$ cat config.mk
export PLATFORM = sky130hd
export DESIGN_NAME = cla_byte_serial_seq
export DESIGN_NICKNAME = d
export VERILOG_FILES = /design/src/rtl/cla_byte_serial_seq_pkg.sv /design/src/rtl/cla_byte_serial_seq_slice_mux.sv /design/src/rtl/cla_byte_serial_seq.sv
export SDC_FILE = /design/constraint.sdc
export NUM_CORES = 1
export LEC_CHECK = 0
export CORE_MARGIN = 2
export CORE_UTILIZATION = 48
export CTS_BUF_LIST = sky130_fd_sc_hd__clkbuf_16
export CTS_CLUSTER_SIZE = 20
export DETAILED_ROUTE_END_ITERATION = 7
export PLACE_DENSITY_LB_ADDON = 0.2
export REMOVE_ABC_BUFFERS = 1
export SYNTH_ARGS = -nofsm -noshare
export SYNTH_HDL_FRONTEND = slang
export SYNTH_SLANG_ARGS = --single-unit
$ cat constraint.sdc
create_clock -name clk -period 2.75 [get_ports clk]
set_clock_uncertainty 0.2 [all_clocks]
set_input_delay 0.825 -clock clk [delete_from_list [all_inputs] [get_ports clk]]
set_output_delay 0.825 -clock clk [all_outputs]
set_load 0.01 [all_outputs]
$ cat src/rtl/cla_byte_serial_seq_pkg.sv
// Shared definitions for the byte-serial CLA sequencer: FSM states,
// adder slice widths and the byte-index width helper.
package cla_byte_serial_seq_pkg;

  localparam int BYTE_W = 8;
  localparam int ADD_W  = 9;

  typedef enum logic [1:0] {
    ST_IDLE = 2'd0,
    ST_RUN  = 2'd1,
    ST_DONE = 2'd2
  } state_t;

  // Byte index width; at least one bit so a degenerate size still elaborates.
  function automatic int idx_w(input int nbytes);
    return (nbytes < 2) ? 1 : $clog2(nbytes);
  endfunction

endpackage

$ cat src/rtl/cla_byte_serial_seq_slice_mux.sv
// Byte selector feeding the 8-bit CLA: picks byte i_idx of the latched
// operands while enabled and drives zero otherwise so the adder stays quiet.
module cla_slice_mux
  import cla_byte_serial_seq_pkg::*;
#(
  parameter  int NBYTES = 4,
  localparam int W      = BYTE_W * NBYTES,
  localparam int IDX_W  = idx_w(NBYTES)
) (
  input  logic              i_en,
  input  logic [IDX_W-1:0]  i_idx,
  input  logic [W-1:0]      i_a,
  input  logic [W-1:0]      i_b,
  output logic [BYTE_W-1:0] o_a,
  output logic [BYTE_W-1:0] o_b
);

  // Gated byte select of both operands.
  always_comb begin
    o_a = '0;
    o_b = '0;
    if (i_en) begin
      o_a = i_a[BYTE_W*i_idx +: BYTE_W];
      o_b = i_b[BYTE_W*i_idx +: BYTE_W];
    end
  end

endmodule

$ cat src/rtl/cla_byte_serial_seq.sv
// Byte-serial sequencer around an external combinational 8-bit CLA.
// Operands are accepted over valid/ready, fed one byte per cycle with the
// carry chained between bytes, and the wide sum is offered over valid/ready.
// Optional macro CLA_SER_OVF_EN adds out_ovf (two's-complement overflow).
module cla_byte_serial_seq
  import cla_byte_serial_seq_pkg::*;
#(
  parameter  int NBYTES = 4,
  localparam int W      = BYTE_W * NBYTES,
  localparam int IDX_W  = idx_w(NBYTES)
) (
  input  logic              clk,
  input  logic              rst_n,
  input  logic              in_valid,
  output logic              in_ready,
  input  logic [W-1:0]      in_a,
  input  logic [W-1:0]      in_b,
  input  logic              in_cin,
  output logic [BYTE_W-1:0] add_a,
  output logic [BYTE_W-1:0] add_b,
  output logic              add_cin,
  input  logic [ADD_W-1:0]  add_sum,
  output logic              out_valid,
  input  logic              out_ready,
  output logic [W-1:0]      out_sum,
  output logic              out_cout,
  output logic              busy
`ifdef CLA_SER_OVF_EN
  ,
  output logic              out_ovf
`endif
);

  state_t           r_state;
  state_t           w_state_nxt;
  logic [W-1:0]     r_a;
  logic [W-1:0]     r_b;
  logic [W-1:0]     r_sum;
  logic             r_carry;
  logic [IDX_W-1:0] r_idx;
  logic             w_run;
  logic             w_done;
  logic             w_last;

  assign w_run  = (r_state == ST_RUN);
  assign w_done = (r_state == ST_DONE);
  assign w_last = (r_idx == IDX_W'(NBYTES - 1));

  cla_slice_mux #(.NBYTES(NBYTES)) u_slice_mux (
    .i_en  (w_run),
    .i_idx (r_idx),
    .i_a   (r_a),
    .i_b   (r_b),
    .o_a   (add_a),
    .o_b   (add_b)
  );

  assign add_cin = w_run & r_carry;

  // State register.
  always_ff @(posedge clk or negedge rst_n) begin
    if (!rst_n) r_state <= ST_IDLE;
    else        r_state <= w_state_nxt;
  end

  // Next-state and handshake outputs.
  always_comb begin
    w_state_nxt = r_state;
    in_ready    = 1'b0;
    out_valid   = 1'b0;
    busy        = 1'b0;
    case (r_state)
      ST_IDLE: begin
        in_ready = 1'b1;
        if (in_valid) w_state_nxt = ST_RUN;
      end
      ST_RUN: begin
        busy = 1'b1;
        if (w_last) w_state_nxt = ST_DONE;
      end
      ST_DONE: begin
        busy      = 1'b1;
        out_valid = 1'b1;
        if (out_ready) w_state_nxt = ST_IDLE;
      end
      default: w_state_nxt = ST_IDLE;
    endcase
  end

  // Operand latch, per-byte sum capture and carry chaining.
  always_ff @(posedge clk or negedge rst_n) begin
    if (!rst_n) begin
      r_a     <= '0;
      r_b     <= '0;
      r_sum   <= '0;
      r_carry <= 1'b0;
      r_idx   <= '0;
    end else begin
      case (r_state)
        ST_IDLE: begin
          if (in_valid) begin
            r_a     <= in_a;
            r_b     <= in_b;
            r_carry <= in_cin;
            r_idx   <= '0;
          end
        end
        ST_RUN: begin
          r_sum[BYTE_W*r_idx +: BYTE_W] <= add_sum[BYTE_W-1:0];
          r_carry                       <= add_sum[BYTE_W];
          r_idx                         <= w_last ? '0 : r_idx + IDX_W'(1);
        end
        default: ;
      endcase
    end
  end

  // Result is only exposed in DONE so a partial sum never leaks downstream.
  assign out_sum  = w_done ? r_sum : '0;
  assign out_cout = w_done & r_carry;

`ifdef CLA_SER_OVF_EN
  logic w_c_into_msb;
  assign w_c_into_msb = r_a[W-1] ^ r_b[W-1] ^ r_sum[W-1];
  assign out_ovf      = w_done & (w_c_into_msb ^ r_carry);
`endif

endmodule
# [Word level (Yosys, flattened, before mapping)]
# Index checks and enable logic that the tools add are counted.
[word_totals] out_inout_bits=53 ff_bits=101 wordCells=42
[classes] shifts=4 bitwise_logic=2 n_reduce_logical=6 n_eq_ne=6 addsub=2 muxes=16
[ops] cell="variable part select 32 x 6 -> 8 bit" n=2
[ops] cell="negation 5 -> 34 bit" n=1
[ops] cell="variable shift 8 x 34 -> 32 bit (first input constant)" n=1
[ops] cell="variable part select 8 x 34 -> 32 bit" n=1
[ops] cell="bitwise mux 32 bit" n=1
[ops] cell="two-way mux 32 bit" n=1
[ops] cell="two-way mux 8 bit" n=2
[ops] cell="two-way mux 2 bit" n=5
[ops] cell="case mux 2 bit (3 select lines)" n=1
[ops] cell="== test 2 bit (second input constant)" n=2
[ops] cell="two-way mux 1 bit" n=4
[ops] cell="inequality test 2 bit (second input constant)" n=2
[ops] cell="case mux 2 bit (2 select lines)" n=1
[ops] cell="AND reduction 2 bit" n=2
[ops] cell="AND reduction 3 bit" n=1
[ops] cell="adder 2 x 1 -> 2 bit (second input constant)" n=1
[ops] cell="AND 1 bit" n=2
[ops] cell="== test 2 x 1 -> 1 bit (second input constant)" n=1
[ops] cell="logical NOT 2 bit" n=1
[ops] cell="inequality test 2 x 1 -> 1 bit (second input constant)" n=1
[ops] cell="case mux 1 bit (2 select lines)" n=1
[ops] cell="nonzero test 2 bit" n=1
[ops] cell="OR reduction 2 bit" n=1

# [Logic depth before layout (Yosys ltp)]
[logic_depth] word_depth=3 depth_mapped=8 ltp_nobuf=5

# [Modules after synthesis]
# A second synthesis with hierarchy kept.
[hier_totals] hier_cells=352 hier_area_um2=4713.3
[by_module_without_submodules] mod="cla_byte_serial_seq" n_inst=1 seq_area_each_um2=2527.4 cells_per_inst=295 area_each_um2=4189.0
[by_module_without_submodules] mod="cla_slice_mux" n_inst=1 seq_area_each_um2=0.0 cells_per_inst=57 area_each_um2=524.3

# [Worst setup path before layout]
# OpenSTA, ideal clock, no wires.
[synth_path] kind="reg-to-output" startpoint="register r_idx[0]" endpoint="output port add_b[4]" n_path_buf=2 stages_incl_launch_ff=5 arrival_time_ps=1318 required_time_ps=1725 path_slack_ps=407 path_cell_list="dfrtp_1 > buf_6 > buf_6 > mux4_2 > and2_1"
[synth_between] elab_chain_cells=2
[synth_rtl] element="start: declaration" line_no="cla_byte_serial_seq.sv:40" rtl="logic [IDX_W-1:0] r_idx;"
[synth_rtl] element="start signal: assignment" line_no="cla_byte_serial_seq.sv:111" rtl="r_idx <= w_last ? '0 : r_idx + IDX_W'(1);"
[synth_rtl] element="variable part select 32 x 6 -> 8 bit" line_no="cla_byte_serial_seq_slice_mux.sv:24" rtl="o_b = i_b[BYTE_W*i_idx +: BYTE_W];"
[synth_rtl] element="two-way mux 8 bit" line_no="cla_byte_serial_seq_slice_mux.sv:22" rtl="if (i_en) begin"
[synth_rtl] element="end: declaration" line_no="cla_byte_serial_seq.sv:20" rtl="output logic [BYTE_W-1:0] add_b,"
# No other way between the ends.

# [Worst setup path in the final report]
[layout_path] startpoint="register r_idx[0]" endpoint="output port add_b[6]"
# Same word-level chain as after synthesis.

==> reports/metrics.csv <==
metric,value,unit
ys_types,29,
hold_path.class,in -> async,
via_per_inst,5.22,
core-area,0.00933,mm2
drv_slew,0,
critPathRequiredTime,1730,ps
antenna_found_initial,0,
drt_iter0_markers,124,
maxCapViolations,0,
slew_headroom,67.5,%
instances_no_fill,606,
arrival,1830,ps
grt_pass1_wl,16600,um
worstSetupEndpoint,add_b[6],
cp_max_fo,6,
insertion_delay,330,ps
ant_nets,0,
p_leak,0.00293,uW
die_height,103,um
ys.warnings.count,0,
gp_congestion,0.778,
grt.met1_usage,26.4,%
die-area,0.0105,mm2
critPathKind,reg -> out,
crit_path_end_kind,output pin,
met3_usage,6.58,%
total_power,6560,uW
clk_pin_slew,70,ps
rsz0062_at_grt,true,
ir_drop,0.586,mV
layout_setup_ws,-107,ps
synth_seq_cells,101,
groute.layer.met2.usage,34.9,%
hold_violations,0,
grt_pass1_vias,3326,
pin_count,131,
io_buffers,130,
num_antenna_cells,0,
p_seq_share,37.8,%
cts_buffers,9,
synth_cells,327,
nNetsFinal,559,
power.density,1000,mW/mm2
violations,setup timing,
cp-startpoint,r_idx[0],
clkSinkCount,101,
h-tree-depth,3,
first_pass_iters,4,
drt_wl_total,10400,um
cts_hold_buf,0,
avgSynthCellArea,14.3,um2
cts_buffer_depth,2,
die_x,103,um
seq_area,0.00253,mm2
grt_busiest_layer,met2,
status,"finished, violations left",
finalSetupViolCount,6,
r2r-end,r_state[1],
dp_hpwl,7380,um
r2r-start,r_idx[0],
synth_area,0.00466,mm2
fillers,693,
worst_slew_pin_slew,485,ps
track_usage,20.7,%
min_period_over_period,104,%
swShare,30.1,%
reg2reg_slack,440,ps
rows,35,
vias,3162,
cts-root-buf,clkbuf_16,
post-route-min-period,2860,ps
drc_errors,0,
overflow,0,
ys_seq_area_share,54.2,%
reg2regPathDepth,8,
p_switching,1970,uW
multi_input_area,0.00202,mm2
internal_power,4590,uW
cts_tree,built,
areaGrowthSynthToFinish,40.2,%
holdWs,229,ps
dp.cells,580,
final_layout_size_suffix_gt1_share,32.7,%
start_util,50.0,%
grt_max_degree,49,
pwr-share-comb,43.6,%
routedWlPerCell,17.2,um
cp-start-kind,flop,
power.share.clock,18.6,%
max_freq,0.350,GHz
[layout make-up]
class	count	area share, %
Clock buffer	9	3.44
Clock inverter	7	1.03
Inverter	6	0.344
Multi-Input combinational cell	200	30.8
Sequential cell	101	38.7
Tap cell	129	2.47
Timing Repair Buffer	154	23.2
[stage by stage]
| step | util (%) | cell area [um2] | setup TNS (ps) | setup slack (ps) |
|---|---|---|---|---|
| after floorplan | - | 4540 | -1150 | -115 |
| after global placement | 66.3 | 6180 | 0 | 9.61 |
| after detailed placement | 66.3 | 6180 | -8.51 | -5.00 |
| after CTS | 69.7 | 6500 | -1270 | -182 |
| after global routing | 70.1 | 6540 | -1190 | -161 |
| final | 70.1 | 6540 | -436 | -107 |
[per-layer routing]
metal	vias to the layer above	part of all wire, %	routed length [um]
li1	1472	-	-
met1	1587	42	4420
met2	97	50	5210
met3	6	7.0	731
met4	0	0.81	85
met5	-	0	0
[registers in the layout, summed over array words and instances (netlist names)]
| name | flops |
|---|---|
| r_a | 32 |
| r_b | 32 |
| r_sum | 32 |
| r_idx | 2 |
| r_state | 2 |
| r_carry | 1 |
[critical path: stages, from the launching register on]
cell     delay, ps
dfrtp_2        430
buf_12         140
buf_12         120
buf_6          110
mux4_2         410
and2_4         180
buf_6          110
[worst min path at each step]
stage / start / to / cells after the start
6_report: rst_n / r_sum[27] / 1
5_1_grt: rst_n / r_sum[27] / 1
4_1_cts: rst_n / r_sum[27] / 1
3_5_place_dp: r_sum[30] / r_sum[30] / 2
3_3_place_gp: r_sum[30] / r_sum[30] / 2
2_1_floorplan: r_sum[14] / r_sum[14] / 2
[cell usage in the layout, fill, tap and decap left out, types with 4 or more instances in the layout]
master,synthesis,routed
inv_1,6,6
ha_1,9,7
buf_2,9,11
clkbuf_2,0,4
mux4_2,15,16
buf_4,1,13
dlygate4sd2_1,0,10
mux2_2,66,66
dfrtp_1,101,99
a22o_1,30,30
clkdlybuf4s50_1,0,78
buf_12,1,6
clkbuf_16,0,10
and2_4,0,5
clkdlybuf4s15_1,0,20
nand2_1,7,7
and2_1,50,45
buf_6,2,9
[cell usage after synthesis]
cell      number  share of area, %
nand3_1        2              0.21
mux4_2        15               7.2
and4_1         3              0.56
buf_2          9              0.97
mux2_2        66                16
buf_6          2              0.48
nand2b_1       1              0.13
mux2i_1        1              0.21
nand2_2        2              0.27
clkbuf_1       7              0.56
and2_1        50               6.7
inv_1          6              0.48
a32o_1         1              0.21
nor2_1         2              0.16
ha_1           9               2.4
a22o_1        30               5.6
o221ai_1       1              0.19
nor2b_1        1              0.13
nor4b_4        1              0.51
and2b_1        1              0.16
o221a_2        1              0.24
mux4_1         1              0.56
dfrtp_1      101                54
o31ai_1        1              0.16
and3b_1        1              0.19
nand2_1        7              0.56
buf_4          1              0.16
buf_12         1              0.43
o21ai_0        3              0.32
[kinds of logic (layout without fill, tap and decap cells)]
family	after synthesis	in the layout	share of synthesized area (%)
AOI/OAI and AO/OA	37	37	6.76
adders and majority gates	9	9	2.41
buffers and inverters	26	176	3.08
DFF	101	101	54.2
muxes	83	83	24.0
and+or+nand+nor	71	71	9.60
[power by group through the flow]
stage / sequential [uW] / combinational (uW) / clock [uW]
after floorplan: 2430 / 1670 / 0
after global placement: 2460 / 2680 / 0
after detailed placement: 2490 / 2750 / 0
after CTS: 2470 / 2830 / 1250
after global routing: 2560 / 3100 / 1320
final: 2480 / 2860 / 1220
[timing repair]
| item | CTS | global route |
|---|---|---|
| pin swaps | 9 | 6 |
| buffers inserted | 9 | 1 |
| gates cloned | 1 | 1 |
| setup endpoints to repair | 51 | 25 |
| resized for setup | 110 | 40 |
Note: power is estimated with default switching activity, not from simulation.
